===== src/rtl/bus_pkg.sv =====
// ---------------------------------------------------------------------------
// bus_pkg: shared widths, region field position and FSM state encoding
// for the CPU-side bus master interface.
// ---------------------------------------------------------------------------
`default_nettype none

package bus_pkg;

  localparam int DATA_W     = 32;
  localparam int ADDR_W     = 32;
  localparam int SEL_W      = 16;
  localparam int NUM_SLAVES = 8;

  // Address bits that select the slave region
  localparam int REGION_HI  = 31;
  localparam int REGION_LO  = 28;
  localparam int REGION_W   = REGION_HI - REGION_LO + 1;

  typedef enum logic [1:0] {
    IDLE       = 2'd0,
    BUSY       = 2'd1,
    WAIT_STALL = 2'd2
  } bus_state_t;

endpackage

`default_nettype wire


===== src/rtl/bus_addr_decode.sv =====
// ---------------------------------------------------------------------------
// bus_addr_decode: region number to 16-bit one-hot slave select, with a
// valid flag for regions that have a slave behind them.
// ---------------------------------------------------------------------------
`default_nettype none

module bus_addr_decode
  import bus_pkg::*;
(
  input  logic [REGION_W-1:0] region,
  output logic [SEL_W-1:0]    onehot,
  output logic                valid
);

  // Pure decode; regions at or above NUM_SLAVES are unpopulated
  always_comb begin
    onehot = SEL_W'(1) << region;
    valid  = (32'(region) < NUM_SLAVES);
  end

endmodule

`default_nettype wire


===== src/rtl/bus_master_if.sv =====
// ---------------------------------------------------------------------------
// bus_master_if: turns CPU memory requests into single bus cycles toward a
// slave mux, stalling the pipeline until the addressed slave acknowledges.
// Optional build macro: BUS_TIMEOUT_EN enables the no-ack timeout abort.
// ---------------------------------------------------------------------------
`default_nettype none

module bus_master_if
  import bus_pkg::*;
#(
  parameter int unsigned TIMEOUT_CYCLES = 255
) (
  input  logic              clk,
  input  logic              rst,
  input  logic              cpu_ce_i,
  input  logic [ADDR_W-1:0] cpu_addr_i,
  input  logic [DATA_W-1:0] cpu_data_i,
  input  logic              cpu_we_i,
  output logic [DATA_W-1:0] cpu_data_o,
  output logic              cpu_err_o,
  output logic              stall_req_o,
  input  logic              stall_i,
  input  logic              flush_i,
  output logic [DATA_W-1:0] m_data_o,
  output logic [ADDR_W-1:0] m_addr_o,
  output logic              m_we_o,
  output logic [SEL_W-1:0]  m_select_o,
  input  logic [DATA_W-1:0] m_data_i,
  input  logic              m_ack_i
);

  localparam logic [7:0] TO_LAST = 8'(TIMEOUT_CYCLES - 1);

  bus_state_t        state;
  logic [DATA_W-1:0] rd_buf;
  logic [SEL_W-1:0]  dec_onehot;
  logic              dec_valid;
  logic              timeout_hit;
  logic              accept;

  bus_addr_decode u_decode (
    .region (cpu_addr_i[REGION_HI:REGION_LO]),
    .onehot (dec_onehot),
    .valid  (dec_valid)
  );

  assign accept = (state == IDLE) && cpu_ce_i && !flush_i && dec_valid;

`ifdef BUS_TIMEOUT_EN
  logic [7:0] cnt;

  assign timeout_hit = (state == BUSY) && !m_ack_i && (cnt == TO_LAST);

  // Counts consecutive unacknowledged BUSY cycles; cleared whenever BUSY ends
  always_ff @(posedge clk) begin
    if (rst) begin
      cnt <= 8'd0;
    end else if ((state == BUSY) && !flush_i && !m_ack_i && !timeout_hit) begin
      cnt <= cnt + 8'd1;
    end else begin
      cnt <= 8'd0;
    end
  end
`else
  logic unused_timeout;

  assign timeout_hit    = 1'b0;
  assign unused_timeout = ^TO_LAST;
`endif

  // Transaction FSM; all bus-side outputs are registered here
  always_ff @(posedge clk) begin
    if (rst) begin
      state      <= IDLE;
      m_select_o <= '0;
      m_we_o     <= 1'b0;
      m_addr_o   <= '0;
      m_data_o   <= '0;
      rd_buf     <= '0;
    end else begin
      case (state)
        IDLE: begin
          if (accept) begin
            m_addr_o   <= cpu_addr_i;
            m_data_o   <= cpu_data_i;
            m_we_o     <= cpu_we_i;
            m_select_o <= dec_onehot;
            state      <= BUSY;
          end
        end
        BUSY: begin
          // Flush beats a coincident ack; the ack data is discarded
          if (flush_i) begin
            m_select_o <= '0;
            m_we_o     <= 1'b0;
            state      <= IDLE;
          end else if (m_ack_i || timeout_hit) begin
            rd_buf     <= m_ack_i ? m_data_i : '0;
            m_select_o <= '0;
            m_we_o     <= 1'b0;
            state      <= stall_i ? WAIT_STALL : IDLE;
          end
        end
        WAIT_STALL: begin
          if (flush_i || !stall_i) begin
            state <= IDLE;
          end
        end
        default: begin
          state      <= IDLE;
          m_select_o <= '0;
          m_we_o     <= 1'b0;
        end
      endcase
    end
  end

  // CPU-side responses are same-cycle so read data bypasses the buffer on ack
  always_comb begin
    cpu_data_o  = '0;
    cpu_err_o   = 1'b0;
    stall_req_o = 1'b0;
    case (state)
      IDLE: begin
        stall_req_o = accept;
        cpu_err_o   = cpu_ce_i && !dec_valid && !rst;
      end
      BUSY: begin
        if (!flush_i) begin
          if (m_ack_i) begin
            cpu_data_o = m_data_i;
          end else if (timeout_hit) begin
            cpu_err_o = !rst;
          end else begin
            stall_req_o = 1'b1;
          end
        end
      end
      WAIT_STALL: begin
        cpu_data_o = rd_buf;
      end
      default: begin
        cpu_data_o = '0;
      end
    endcase
  end

endmodule

`default_nettype wire


===== config.mk =====
export PLATFORM = sky130hd
export DESIGN_NAME = bus_master_if
export DESIGN_NICKNAME = d
export VERILOG_FILES = /design/src/rtl/bus_pkg.sv /design/src/rtl/bus_addr_decode.sv /design/src/rtl/bus_master_if.sv
export SDC_FILE = /design/constraint.sdc
export NUM_CORES = 1
export LEC_CHECK = 0
export CORE_AREA = 2 2 104 106
export CTS_CLUSTER_DIAMETER = 50
export DETAILED_ROUTE_END_ITERATION = 8
export DIE_AREA = 0 0 106 108
export MAX_ROUTING_LAYER = met4
export PLACE_DENSITY = 0.95
export SYNTH_ARGS = -nofsm -noshare
export SYNTH_HDL_FRONTEND = slang
export SYNTH_SLANG_ARGS = --single-unit

===== constraint.sdc =====
create_clock -name clk -period 3.65 [get_ports clk]
set_clock_uncertainty 0.2 [all_clocks]
set_input_delay 1.095 -clock clk [delete_from_list [all_inputs] [get_ports clk]]
set_output_delay 1.095 -clock clk [all_outputs]
set_load 0.1 [all_outputs]

==> reports/metrics.cfg <==
[outcome]
outcome = complete, but fails checks
violations = setup timing

[final_layout]
drive_gt1_share_pct = 30.3
layout.nets = 910
fill_cells = 613
area_growth_pct = 83.5
antenna_cells = 0
seq_area_sq_um = 2300
multi_input_area_sq_um = 2490
stdcell_count = 952

[pwr]
clkPwrFrac_pct = 48.6
powerDensity_nw_per_um2 = 431
combPwrFrac_pct = 14.6
power_uw = 3540
switching_share_pct = 25.2
power.switching_uw = 893
power_leakage_uw = 0.00305
power_frac_seq_pct = 36.8
ir_drop_mv = 0.375
internal-power_uw = 2650

[placement]
dp_hpwl_um = 10800
port_buffers = 217
dp.cells = 913
gp_congestion = 0.811
pre_cts_ws_ns = -0.266

[sta]
slew-limit-headroom_pct = 24.5
min_period_ns = 3.67
finalSetupViolations = 5
period_share_pct = 100
drv_slew = 0
hold_viol = 0
max_freq_ghz = 0.273
rsz0062_at_grt = true
worst_slew_pin_slew_ns = 1.13
setup_slack_ns = -0.0165

[synthesis]
synth_nets = 683
ys_seq_area_share_pct = 51.5
synth_seq_cells = 115
synth_top_area_cell = dfxtp_1
synth_edf_count = 0
yosysTopAreaCellShare_pct = 51.5
synth_area_per_cell_sq_um = 7.75
syn_area_sq_um = 4470
async_reset_ff_share_pct = 0
synth_most_common_cell = nand2_1
synth.top_cells.by_count = nand2_1 (223), dfxtp_1 (115), a21oi_1 (98)
synth.area.top_cells = dfxtp_1 (51%), nand2_1 (19%), a21oi_1 (11%)
ys_types = 26
ys.warnings.count = 0
netlist_instances = 577
synthFlopType = dfxtp_1

[route]
drt_drc_violations_left = 0
drtPass1Iterations = 5
via_count = 4967
wl_um = 16300
vias_per_cell = 5.22
drtIter0Drc = 298
wire_per_inst_um = 17.1
ant_nets = 0

[grt]
overflow = 0
grt_use_total_pct = 28.6
grt_max_degree = 113
grt_pass1_vias = 5138
antenna_found_initial = 0
grt_first_pass_wirelength_um = 24700

[setup_path]
r2r-end = rd_buf[22]
cp.arrival_ns = 2.37
cp-end-kind = output port
worstSetupPathType = in2out
cp_top_family = buffers and inverters
path_max_fanout = 8
rrSetupSlack_ns = 1.27
cp-start-kind = input port
worst_path_most_repeated_cell = buf_12
crit_buf_inv = 4
cp_cell_sequence = clkdlybuf4s15_2 > nand2b_4 > nor2_4 > buf_4 > buf_12 > nand2_2 > a21boi_4 > buf_12
crit_slowest_cell = a21boi_4
crit_required_ns = 2.35
slowest_delay_ns = 0.21
regToRegStartpoint = state[1]
reg2regPathDepth = 9

[clock_network]
clock_sinks = 115
h-tree-depth = 4
cts_tree = built
cts_buffers = 17
worstSkewPairLatency_ns = 0.50
clock_path_buffers = 2
cts.clk_slew.worst_paths_ns = 0.05
root_buffer = clkbuf_8
hold_buffers = 0

[hold_path]
hp-class = reg2reg
holdPathEnd = m_addr_o[5]
min_from = m_addr_o[5]
min_path_cells = 2

[floorplanning]
core_sq_um = 10200
die_h_um = 108
pin_count = 218
start_util_pct = 43.7
rows = 37
dieWidth_um = 106
dieArea_sq_um = 11400

[run]
cap_violations = 0

[timing repair]
action	CTS	global route
setup buffers	5	1
gates resized for setup	33	15
cloned	3	0
pin swaps	21	19
setup endpoints to repair	32	32
[worst max-delay path by stage]
stage	from	endpoint	slack, ns	cells after the start
2_1_floorplan	flush_i	cpu_data_o[0]	-0.11	5
3_3_place_gp	flush_i	cpu_data_o[10]	-0.19	7
3_5_place_dp	flush_i	cpu_data_o[20]	-0.27	7
4_1_cts	flush_i	cpu_data_o[6]	-0.002	7
5_1_grt	flush_i	cpu_data_o[6]	-0.05	7
6_report	flush_i	cpu_data_o[20]	-0.02	8
[cell families after synthesis]
logic type | count (synthesis) | share of synthesized area [%]
and+or+nand+nor | 272 | 25.4
AOI/OAI and AO/OA | 143 | 18.2
DFF | 115 | 51.5
adders and majority gates | 3 | 0.839
buffers and inverters | 44 | 4.08
[metrics by stage]
stage / hold slack, ns / setup TNS [ns] / util [%] / area [sq um]
6_report: 0.252 / -0.0351 / 80.3 / 8210
2_1_floorplan: 0.237 / -2.10 / - / 4840
3_5_place_dp: 0.247 / -6.62 / 71.8 / 7340
3_3_place_gp: 0.241 / -5.61 / 71.8 / 7340
4_1_cts: 0.255 / -0.00228 / 79.8 / 8160
5_1_grt: 0.273 / -0.320 / 80.3 / 8210
[tightest hold or removal path: cells and delay by family (launching register included)]
family          cells  cell delay, ns
simple gates        1            0.05
compound gates      1            0.05
flops               1            0.30
[layer usage]
| metal | global-route usage (%) | vias up | routed length [um] |
|---|---|---|---|
| met4 | 15.2 | 0 | 623 |
| met3 | 7.17 | 54 | 1040 |
| met1 | 29.6 | 2349 | 5980 |
| met2 | 50.4 | 231 | 8670 |
| met5 | - | - | 0 |
| li1 | - | 2333 | - |
[cell usage in the layout, fill, tap and decap left out, types with 4 or more instances in the layout]
cell type        Yosys  layout
o21ai_0             10       9
a21oi_1             98      98
a21boi_4             0      32
nand2_4              0       8
dfxtp_1            115     115
buf_4                0     109
clkdlybuf4s50_1      0      99
nand2_2              0      22
nand2_1            223     193
clkinv_2             0       4
clkbuf_16            0      16
buf_12               0      35
bufinv_16            0       5
nand2b_1            14      13
nand3_1              5       5
and2_1              10      10
nand4_1              4       4
[cell type report]
class                   instances  area share, %
clock buffers                  20           5.18
clock inverters                11           2.26
inverters                       3          0.137
multi-input cells             418           30.3
flip-flops and latches        115           28.0
well taps                     136           2.07
repair buffers                249           32.0
[power groups by stage]
stage	registers, uW	logic [uW]	clock network (uW)
floorplan	1500	127	0
global placement	1330	486	0
detailed placement	1330	495	0
CTS	1300	510	1740
global route	1310	538	1790
finish	1300	515	1720
[state kept, by name, summed over array words and instances (netlist names)]
signal / cells
m_we_o: 1
m_data_o: 32
m_addr_o: 32
rd_buf: 32
m_select_o: 16
state: 2
Note: power is estimated with default switching activity, not from simulation.
